==> src/rtl/calc_pkg.sv <==
// Shared command/response encodings and widths for the N-port calculator engine.
package calc_pkg;

    localparam int CMD_W  = 4;
    localparam int RESP_W = 2;

    typedef enum logic [CMD_W-1:0] {
        CMD_NOP = 4'd0,
        CMD_ADD = 4'd1,
        CMD_SUB = 4'd2,
        CMD_SHL = 4'd5,
        CMD_SHR = 4'd6
    } cmd_e;

    typedef enum logic [RESP_W-1:0] {
        RESP_NONE = 2'd0,
        RESP_OK   = 2'd1,
        RESP_ERR  = 2'd2
    } resp_e;

    typedef enum logic {
        CAP_IDLE = 1'b0,
        CAP_OP2  = 1'b1
    } cap_state_e;

endpackage

==> src/rtl/calc_port_q.sv <==
// One request port: two-cycle capture FSM feeding a QDEPTH-entry FIFO drained by the arbiter.
module calc_port_q
    import calc_pkg::*;
#(
    parameter int DATA_W = 32,
    parameter int TAG_W  = 2,
    parameter int QDEPTH = 4
) (
    input  logic              c_clk,
    input  logic              reset,
    input  logic [CMD_W-1:0]  cmd,
    input  logic [DATA_W-1:0] data,
    input  logic [TAG_W-1:0]  tag,
    input  logic              pop,
    output logic              ready,
    output logic              head_valid,
    output logic [CMD_W-1:0]  head_cmd,
    output logic [DATA_W-1:0] head_op1,
    output logic [DATA_W-1:0] head_op2,
    output logic [TAG_W-1:0]  head_tag
);

    localparam int PTR_W = $clog2(QDEPTH);
    localparam logic [PTR_W:0] FULL_CNT = QDEPTH[PTR_W:0];

    cap_state_e state, state_next;
    logic start, push;

    logic [CMD_W-1:0]  cmd_hold;
    logic [DATA_W-1:0] op1_hold;
    logic [TAG_W-1:0]  tag_hold;

    logic [CMD_W-1:0]  q_cmd [QDEPTH];
    logic [DATA_W-1:0] q_op1 [QDEPTH];
    logic [DATA_W-1:0] q_op2 [QDEPTH];
    logic [TAG_W-1:0]  q_tag [QDEPTH];
    logic [PTR_W-1:0]  wr_ptr, rd_ptr;
    logic [PTR_W:0]    count;

    // A pop in the same cycle frees a slot, so a full queue can still accept a new request.
    assign ready = !reset && (state == CAP_IDLE) && ((count < FULL_CNT) || pop);

    assign head_valid = (count != '0);
    assign head_cmd   = q_cmd[rd_ptr];
    assign head_op1   = q_op1[rd_ptr];
    assign head_op2   = q_op2[rd_ptr];
    assign head_tag   = q_tag[rd_ptr];

    always_comb begin
        state_next = state;
        start      = 1'b0;
        push       = 1'b0;
        case (state)
            CAP_IDLE: begin
                if (cmd != '0 && ready) begin
                    start      = 1'b1;
                    state_next = CAP_OP2;
                end
            end
            CAP_OP2: begin
                push       = 1'b1;
                state_next = CAP_IDLE;
            end
            default: state_next = CAP_IDLE;
        endcase
    end

    always_ff @(posedge c_clk or posedge reset) begin
        if (reset) begin
            state    <= CAP_IDLE;
            cmd_hold <= '0;
            op1_hold <= '0;
            tag_hold <= '0;
            wr_ptr   <= '0;
            rd_ptr   <= '0;
            count    <= '0;
        end else begin
            state <= state_next;
            if (start) begin
                cmd_hold <= cmd;
                op1_hold <= data;
                tag_hold <= tag;
            end
            if (push) wr_ptr <= wr_ptr + 1'b1;
            if (pop)  rd_ptr <= rd_ptr + 1'b1;
            case ({push, pop})
                2'b10:   count <= count + 1'b1;
                2'b01:   count <= count - 1'b1;
                default: count <= count;
            endcase
        end
    end

    always_ff @(posedge c_clk) begin
        if (push) begin
            q_cmd[wr_ptr] <= cmd_hold;
            q_op1[wr_ptr] <= op1_hold;
            q_op2[wr_ptr] <= data;
            q_tag[wr_ptr] <= tag_hold;
        end
    end

endmodule

==> src/rtl/calc_n_engine.sv <==
// N-port calculator: per-port request queues, round-robin issue, shared registered ALU.
module calc_n_engine
    import calc_pkg::*;
#(
    parameter int NUM_PORTS = 4,
    parameter int DATA_W    = 32,
    parameter int TAG_W     = 2,
    parameter int QDEPTH    = 4
) (
    input  logic                        c_clk,
    input  logic                        reset,
    input  logic [CMD_W*NUM_PORTS-1:0]  req_cmd_in,
    input  logic [DATA_W*NUM_PORTS-1:0] req_data_in,
    input  logic [TAG_W*NUM_PORTS-1:0]  req_tag_in,
    output logic [NUM_PORTS-1:0]        req_ready,
    output logic [RESP_W*NUM_PORTS-1:0] out_resp,
    output logic [DATA_W*NUM_PORTS-1:0] out_data,
    output logic [TAG_W*NUM_PORTS-1:0]  out_tag
);

    localparam int PORT_W = $clog2(NUM_PORTS);
    localparam int SH_W   = $clog2(DATA_W);

    logic [NUM_PORTS-1:0] head_valid, pop;
    logic [CMD_W-1:0]     head_cmd [NUM_PORTS];
    logic [DATA_W-1:0]    head_op1 [NUM_PORTS];
    logic [DATA_W-1:0]    head_op2 [NUM_PORTS];
    logic [TAG_W-1:0]     head_tag [NUM_PORTS];

    // Handshake: a request starts in a cycle with cmd != 0 and req_ready high; op2 follows
    // on the very next cycle with no ready check, and a cmd seen while req_ready is low is ignored.
    for (genvar p = 0; p < NUM_PORTS; p++) begin : g_port
        calc_port_q #(.DATA_W(DATA_W), .TAG_W(TAG_W), .QDEPTH(QDEPTH)) u_port (
            .c_clk      (c_clk),
            .reset      (reset),
            .cmd        (req_cmd_in[CMD_W*p +: CMD_W]),
            .data       (req_data_in[DATA_W*p +: DATA_W]),
            .tag        (req_tag_in[TAG_W*p +: TAG_W]),
            .pop        (pop[p]),
            .ready      (req_ready[p]),
            .head_valid (head_valid[p]),
            .head_cmd   (head_cmd[p]),
            .head_op1   (head_op1[p]),
            .head_op2   (head_op2[p]),
            .head_tag   (head_tag[p])
        );
    end

    logic [PORT_W-1:0] rr_ptr, grant;
    logic              grant_valid;

    // Scan from the farthest candidate down so the nearest non-empty port after rr_ptr wins.
    always_comb begin
        int idx;
        grant       = '0;
        grant_valid = 1'b0;
        pop         = '0;
        for (int i = NUM_PORTS - 1; i >= 0; i--) begin
            idx = int'(rr_ptr) + i;
            if (idx >= NUM_PORTS) idx = idx - NUM_PORTS;
            if (head_valid[idx]) begin
                grant       = PORT_W'(idx);
                grant_valid = 1'b1;
            end
        end
        if (grant_valid) pop[grant] = 1'b1;
    end

    logic              iss_valid;
    logic [PORT_W-1:0] iss_port;
    logic [CMD_W-1:0]  iss_cmd;
    logic [DATA_W-1:0] iss_op1, iss_op2;
    logic [TAG_W-1:0]  iss_tag;

    always_ff @(posedge c_clk or posedge reset) begin
        if (reset) begin
            rr_ptr    <= '0;
            iss_valid <= 1'b0;
            iss_port  <= '0;
            iss_cmd   <= '0;
            iss_op1   <= '0;
            iss_op2   <= '0;
            iss_tag   <= '0;
        end else begin
            iss_valid <= grant_valid;
            if (grant_valid) begin
                rr_ptr   <= (grant == PORT_W'(NUM_PORTS - 1)) ? '0 : grant + 1'b1;
                iss_port <= grant;
                iss_cmd  <= head_cmd[grant];
                iss_op1  <= head_op1[grant];
                iss_op2  <= head_op2[grant];
                iss_tag  <= head_tag[grant];
            end
        end
    end

    resp_e             alu_resp;
    logic [DATA_W-1:0] alu_data;
    logic [DATA_W:0]   sum;

    always_comb begin
        alu_resp = RESP_OK;
        alu_data = '0;
        sum      = {1'b0, iss_op1} + {1'b0, iss_op2};
        case (iss_cmd)
            CMD_ADD: if (sum[DATA_W]) alu_resp = RESP_ERR; else alu_data = sum[DATA_W-1:0];
            CMD_SUB: if (iss_op2 > iss_op1) alu_resp = RESP_ERR; else alu_data = iss_op1 - iss_op2;
            CMD_SHL: alu_data = iss_op1 << iss_op2[SH_W-1:0];
            CMD_SHR: alu_data = iss_op1 >> iss_op2[SH_W-1:0];
            default: alu_resp = RESP_ERR;
        endcase
    end

    always_ff @(posedge c_clk or posedge reset) begin
        if (reset) begin
            out_resp <= '0;
            out_data <= '0;
            out_tag  <= '0;
        end else begin
            out_resp <= '0;
            out_data <= '0;
            out_tag  <= '0;
            if (iss_valid) begin
                out_resp[RESP_W*iss_port +: RESP_W] <= alu_resp;
                out_data[DATA_W*iss_port +: DATA_W] <= alu_data;
                out_tag[TAG_W*iss_port +: TAG_W]    <= iss_tag;
            end
        end
    end

endmodule

==> config.mk <==
export PLATFORM = sky130hd
export DESIGN_NAME = calc_n_engine
export DESIGN_NICKNAME = d
export VERILOG_FILES = /design/src/rtl/calc_pkg.sv /design/src/rtl/calc_port_q.sv /design/src/rtl/calc_n_engine.sv
export SDC_FILE = /design/constraint.sdc
export NUM_CORES = 2
export LEC_CHECK = 0
export BUFFER_PORTS_ARGS = -buffer_cell sky130_fd_sc_hd__buf_2
export CORE_UTILIZATION = 60
export CTS_CLUSTER_DIAMETER = 100
export DETAILED_ROUTE_END_ITERATION = 12
export PLACE_DENSITY = 0.78
export SYNTH_ARGS = -nofsm -noshare
export SYNTH_HDL_FRONTEND = slang
export SYNTH_SLANG_ARGS = --single-unit
export TNS_END_PERCENT = 1
==> constraint.sdc <==
create_clock -name c_clk -period 14.9 [get_ports c_clk]
set_input_delay 0.745 -clock c_clk [delete_from_list [all_inputs] [get_ports c_clk]]
set_output_delay 0.745 -clock c_clk [all_outputs]
set_load 0.01 [all_outputs]
; Yosys cells after proc, flatten, opt, wreduce, memory -nomap -nowiden
; Memories as Yosys holds them, arrays and structs flattened.
; Index checks and enable logic that the tools add are counted.
[totals]
regBits = 403
input_bits = 154
mem_bits_rw = 1120
n_memories = 16
word_cells = 234
[classes]
bitwise_logic = 8
add_sub_neg = 28
reduce_logical = 31
muxes = 77
shifts = 7
n_lt_le_gt_ge = 16
eq_ne = 13
[mem_list]
columns = memory, words, width, rd, rd_ports_with_merged_regs, write_ports, line_no
row1 = g_port[0].u_port.q_op1, 4, 32, 1, 0, 1, calc_port_q.sv:34  ; logic [DATA_W-1:0] q_op1 [QDEPTH];
row2 = g_port[0].u_port.q_op2, 4, 32, 1, 0, 1, calc_port_q.sv:35  ; logic [DATA_W-1:0] q_op2 [QDEPTH];
row3 = g_port[1].u_port.q_op1, 4, 32, 1, 0, 1, calc_port_q.sv:34
row4 = g_port[1].u_port.q_op2, 4, 32, 1, 0, 1, calc_port_q.sv:35
row5 = g_port[2].u_port.q_op1, 4, 32, 1, 0, 1, calc_port_q.sv:34
row6 = g_port[2].u_port.q_op2, 4, 32, 1, 0, 1, calc_port_q.sv:35
row7 = +10 memories, -, -, -, -, -, -
[op_table]
columns = cell, n
row1 = 32-bit 2-to-1 mux, 10
row2 = 128-bit bitwise AND, 1
row3 = 32-bit binary-select mux with 2-bit select, 2
row4 = "32-bit by 4-bit less-than comparator with 1-bit output, second input constant", 4
row5 = 128-bit 2-to-1 mux, 1
row6 = 32-bit case mux with 4 select lines, 1
row7 = "32-bit by 34-bit variable shift with 128-bit output, first input constant", 1
row8 = 32-bit by 34-bit variable part select with 128-bit output, 1
row9 = 2-bit by 34-bit variable part select with 8-bit output, 2
row10 = 3-bit negation with 34-bit output, 1
row11 = 7-bit negation with 34-bit output, 1
row12 = "2-bit by 34-bit variable shift with 8-bit output, first input constant", 1
row13 = 32-bit by 32-bit adder with 33-bit output, 1
row14 = 1-bit 2-to-1 mux, 33
row15 = 32-bit > comparator, 1
row16 = 32-bit by 5-bit << shifter with 32-bit output, 1
row17 = 32-bit by 5-bit >> shifter with 32-bit output, 1
row18 = 32-bit subtractor, 1
row19 = 3-bit case mux with 2 select lines, 4
row20 = "2-bit by 1-bit adder with 2-bit output, second input constant", 9
row21 = 2-bit 2-to-1 mux, 9
row22 = 8-bit bitwise AND, 2
row23 = 8-bit 2-to-1 mux, 2
row24 = 4-bit nonzero test, 4
row25 = 31 further kinds, 86

; Longest topological paths before layout
[logic_depth]
ltp_word = 20
mapped_depth = 18
depth_no_buf = 15

; Hierarchy
; From an unflattened synthesis, not the netlist that was laid out.
[hier_totals]
hier_cells = 3988
area_unflattened_um2 = 64629.5
[modules_own_cells]
columns = module, instances, area_each_um2, seq_area_each_um2, cells_per_inst
row1 = calc_port_q (g_port[0].u_port ...), 2, 12041.5, 9559.2, 486
row2 = calc_port_q (g_port[2].u_port ...), 2, 12039.0, 9559.2, 486
row3 = calc_n_engine, 1, 16468.3, 5480.3, 2044

; Worst setup path after synthesis
; Ideal clock, no wire load.
[synth_path]
path_kind = register to register
start = register iss_op2[3]
end = register out_data[120]
arrival_ns = 4.130
synth_period_minus_slack_ns = 4.269
setup_time_ns = 0.139
setup_slack_ns = 10.631
required_ns = 14.761
path_stages_with_launch = 18
cell_sequence = dfrtp_1 > clkbuf_1 > inv_1 > clkbuf_1 > clkbuf_1 > clkbuf_1 > ha_1 > nor2b_1 > o31ai_2 > a21oi_2 > o31ai_2 > a2111oi_2 > o21ai_2 > and2_4 > buf_6 > a221o_1 > a222oi_1 > nor2_1
[synth_via]
elab_chain_len = 6
word_cells_on_any_way = 11
cone_classes = 2 x add/sub / 1 x order compare / 3 x shift / 4 x mux / 1 x bitwise
[synth_rtl]
columns = element, line_no
row1 = "start, declared", calc_n_engine.sv:72  ; logic [DATA_W-1:0] iss_op1, iss_op2;
row2 = "start signal, assigned", calc_n_engine.sv:91  ; iss_op2 <= head_op2[grant];
row3 = "32-bit by 32-bit adder with 33-bit output, or another cell as far along", calc_n_engine.sv:104  ; sum = {1'b0, iss_op1} + {1'b0, iss_op2};
row4 = 32-bit 2-to-1 mux (on tied branches), "calc_n_engine.sv:106, calc_n_engine.sv:107"
row5 = 32-bit case mux with 4 select lines *, calc_n_engine.sv:105  ; case (iss_cmd)
row6 = 32-bit by 34-bit variable part select with 128-bit output *, calc_n_engine.sv:125  ; out_data[DATA_W*iss_port +: DATA_W] <= alu_data;
row7 = 128-bit bitwise AND (no source line) *, -
row8 = 128-bit 2-to-1 mux *, calc_n_engine.sv:123  ; if (iss_valid) begin
row9 = "end signal, assigned by index", calc_n_engine.sv:125
row10 = "end, declared", calc_n_engine.sv:17  ; output logic [DATA_W*NUM_PORTS-1:0] out_data,
; Every way passes the cells marked *; elsewhere a longest branch is shown, timed or not.
; A chain may end at the register's enable or synchronous reset.

; Worst setup path in the final report
[layout_path]
start = register iss_op2[3]
end = register out_data[56]
; Same word-level chain as after synthesis.

==> impl_metrics.csv <==
group,metric,value,unit
synth,async_reset_ff_share,26.5,%
setup_path,cp-end-kind,"register",
finish,final_cell_mix,"edfxtp_1 (1120), nand2_1 (618), dfrtp_1 (392)",
clock_tree,cts_setup_buffers,0,
clock_tree,h-tree-depth,4,
synth,yosys_warnings,0,
synth,syn_inst,4172,
routing,first_iter_violations,4929,
synth,synth-edff-count,1120,
power,power,17.9,mW
floorplan,coreArea,105000,µm²
floorplan,fp.dieH,328,µm
finish,area_growth,12.3,%
synth,synth_top_cells_by_area,"edfxtp_1 (53%), dfrtp_1 (16%), mux4_2 (10%)",
timing,tns,0,ps
clock_tree,clk_pin_slew,70,ps
finish,layout.nets,4706,
clock_tree,ctsHoldBuffers,0,
routing,routed_wl,184,mm
global_routing,overflow,0,
synth,synth-seq-area-share,68.7,%
clock_tree,clk_path_buf_depth,3,
timing,setup_viol_count_final,0,
routing,antenna_left,0,
finish,fin_area,71500,µm²
setup_path,start_kind,"register",
floorplan,die_x,328,µm
synth,syn_avg_cell_area,15.3,µm²
timing,hold_slack,166,ps
synth,synth-xor-area-share,0.330,%
finish,n_fill_cell,6786,
power,vdd_ir_drop_max,0.170,mV
timing,slew_headroom,23.6,%
finish,drive_gt1_share,20.8,%
floorplan,pin_count,302,
timing,rsz0062_at_grt,"no",
routing,first_pass_iters,7,
timing,skew,33.8,ps
synth,synthSimpleGateAreaFrac,7.19,%
synth,synth-compound-area-share,6.34,%
synth,synthMuxAreaShare,13.2,%
global_routing,grt_use_total,34.8,%
timing,fin_crit,5000,ps
place,place_ws,10050,ps
synth,synth_fa_ha_area_share,2.06,%
flow_run,cap_violations,0,
clock_tree,tritoncts,"done",
global_routing,grt_pass1_wl,267,mm
clock_tree,cts_sinks,1523,
timing,setup_ws,9900,ps
synth,synth_top_family_by_area,"multiplexers",
synth,synth_nets,4427,
synth,yosysTopAreaCell,"edfxtp_1",
synth,synth_top_flop_cell,"edfxtp_1",
clock_tree,cts-root-buf,"clkbuf_16",
global_routing,first_global_vias,38700,
timing,post-route-period-util,33.5,%
timing,tightest_slew,1110,ps
place,numPlacedInstances,5695,
floorplan,core.rowCount,119,
min_path,min_path_type,"input port to register",
routing,drc,0,
timing,hold_viol_final,0,
power,p_leak,27.3,nW
routing,avgViaCountPerCell,6.50,
clock_tree,clk_latency,770,ps
setup_path,arrival,5630,ps
finish,final_cells,5981,
setup_path,worstSetupPathType,"register to register",
power,power_density,250,nW/µm²
global_routing,grt_max_degree,148,
floorplan,die-area,107000,µm²
finish,mostFrequentLayoutCell,"edfxtp_1",
synth,synth_top_cell_area_share,52.8,%
clock_tree,cts_made_buffers,145,
floorplan,start_util,60.5,%
synth,synth-seq-cells,1523,
place,io_buffers,301,
timing,slew_violations,0,
setup_path,cp.required,15530,ps
place,dp_hpwl,117,mm
global_routing,antenna_found_initial,27,
setup_path,critPathMaxFanout,32,
place,postPlaceCellArea,66600,µm²
timing,clock.fmax,0.200,GHz
clock_tree,cts_resized,0,
finish,multiInputGateArea,18700,µm²
place,place.gp.congestion,1.07,
routing,wl_per_cell,30.8,µm
routing,vias,38900,
finish,fin_util,67.9,%
finish,ff_latch_area,43800,µm²
run_status,status,"finished clean",
synth,syn-cell-area,63700,µm²
synth,netlist-cell-type-count,80,
[where the power goes]
part           switching [mW]  internal (mW)  total, mW
Combinational            4.90           2.58       7.48
Clock                    1.58           2.12       3.70
Sequential              0.881           5.81       6.70
Total                    7.36           10.5       17.9
[worst max-delay path, stage by stage, from the launching register on]
cell,delay [ps]
dfrtp_2,420
inv_1,400
buf_4,410
ha_1,400
o21ai_0,270
a21oi_1,80
a21oi_1,190
a21oi_1,120
a31oi_1,810
o21ai_4,470
a221o_1,450
a222oi_1,720
nor2_1,80
[cell type report]
| type | instances | area share [%] |
|---|---|---|
| Clock buffer | 206 | 5.79 |
| Sequential cell | 1523 | 61.2 |
| Multi-Input combinational cell | 2298 | 26.1 |
| Antenna cell | 19 | 0.0665 |
| Inverter | 116 | 0.620 |
| Timing Repair Buffer | 367 | 2.82 |
| Tap cell | 1391 | 2.44 |
| Clock inverter | 61 | 0.917 |
[synthesized netlist by cell type, types with 11 or more instances]
cell      number
mux4_2       285
o211ai_1      16
a221oi_1      11
o22ai_1       28
dfrtp_1      403
o221ai_1      70
a221o_1       14
a21o_1        22
nor3_1        28
o21bai_1      17
inv_1        107
a31oi_1       11
nor2_1       237
ha_1          95
buf_1         49
a211oi_1      25
nand4_1       13
nand2_1      619
mux2i_1      182
mux2_2        17
nor2b_1       58
xor2_1        16
edfxtp_1    1120
nand3_1       15
and2_1        38
clkbuf_1     168
o21ai_0      130
nand2b_1      26
a21oi_1      174
[metal layers]
metal  GRT usage [%]  vias to the layer above  wire (µm)
li1                -                    16400          -
met2            53.7                     2335      87300
met5               0                        -         96
met4            19.1                       12      10700
met1            46.2                    19800      68100
met3            8.04                      398      18200
[worst paths after layout]
path / slack, ps / cells after the start / startpoint / endpoint
max in group asynchronous: 12180 / 4 / reset / g_port[1].u_port.rd_ptr[1]
min in group asynchronous: 200 / 2 / reset / out_data[3]
min reg2reg: 500 / 1 / g_port[2].u_port.count[0] / g_port[2].u_port.count[0]
max: 9900 / 12 / iss_op2[3] / out_data[56]
min: 170 / 3 / req_tag_in[1] / g_port[0].u_port.tag_hold[1]
max reg2reg: 9900 / 12 / iss_op2[3] / out_data[56]
[registers in the layout, summed over array words and instances (netlist names), 4 cells and up]
name and count:
g_port.u_port.tag_hold 8, g_port.u_port.op1_hold 128, iss_op1 32, iss_cmd 4
out_tag 8, out_resp 8, g_port.u_port.rd_ptr 8, iss_op2 32
g_port.u_port.q_op1 512, out_data 128, g_port.u_port.count 12, g_port.u_port.q_tag 32
g_port.u_port.state 4, g_port.u_port.q_cmd 64, g_port.u_port.q_op2 512, g_port.u_port.wr_ptr 8
g_port.u_port.cmd_hold 16
[cells by family after synthesis]
family                   after synthesis
AND/OR/NAND/NOR                     1076
adder cells (fa/ha/maj)              101
XOR/XNOR                              24
multiplexers                         484
AO/OA/AOI/OAI                        613
buffers and inverters                351
flip-flops                          1523
(Power assumes the default switching activity.)
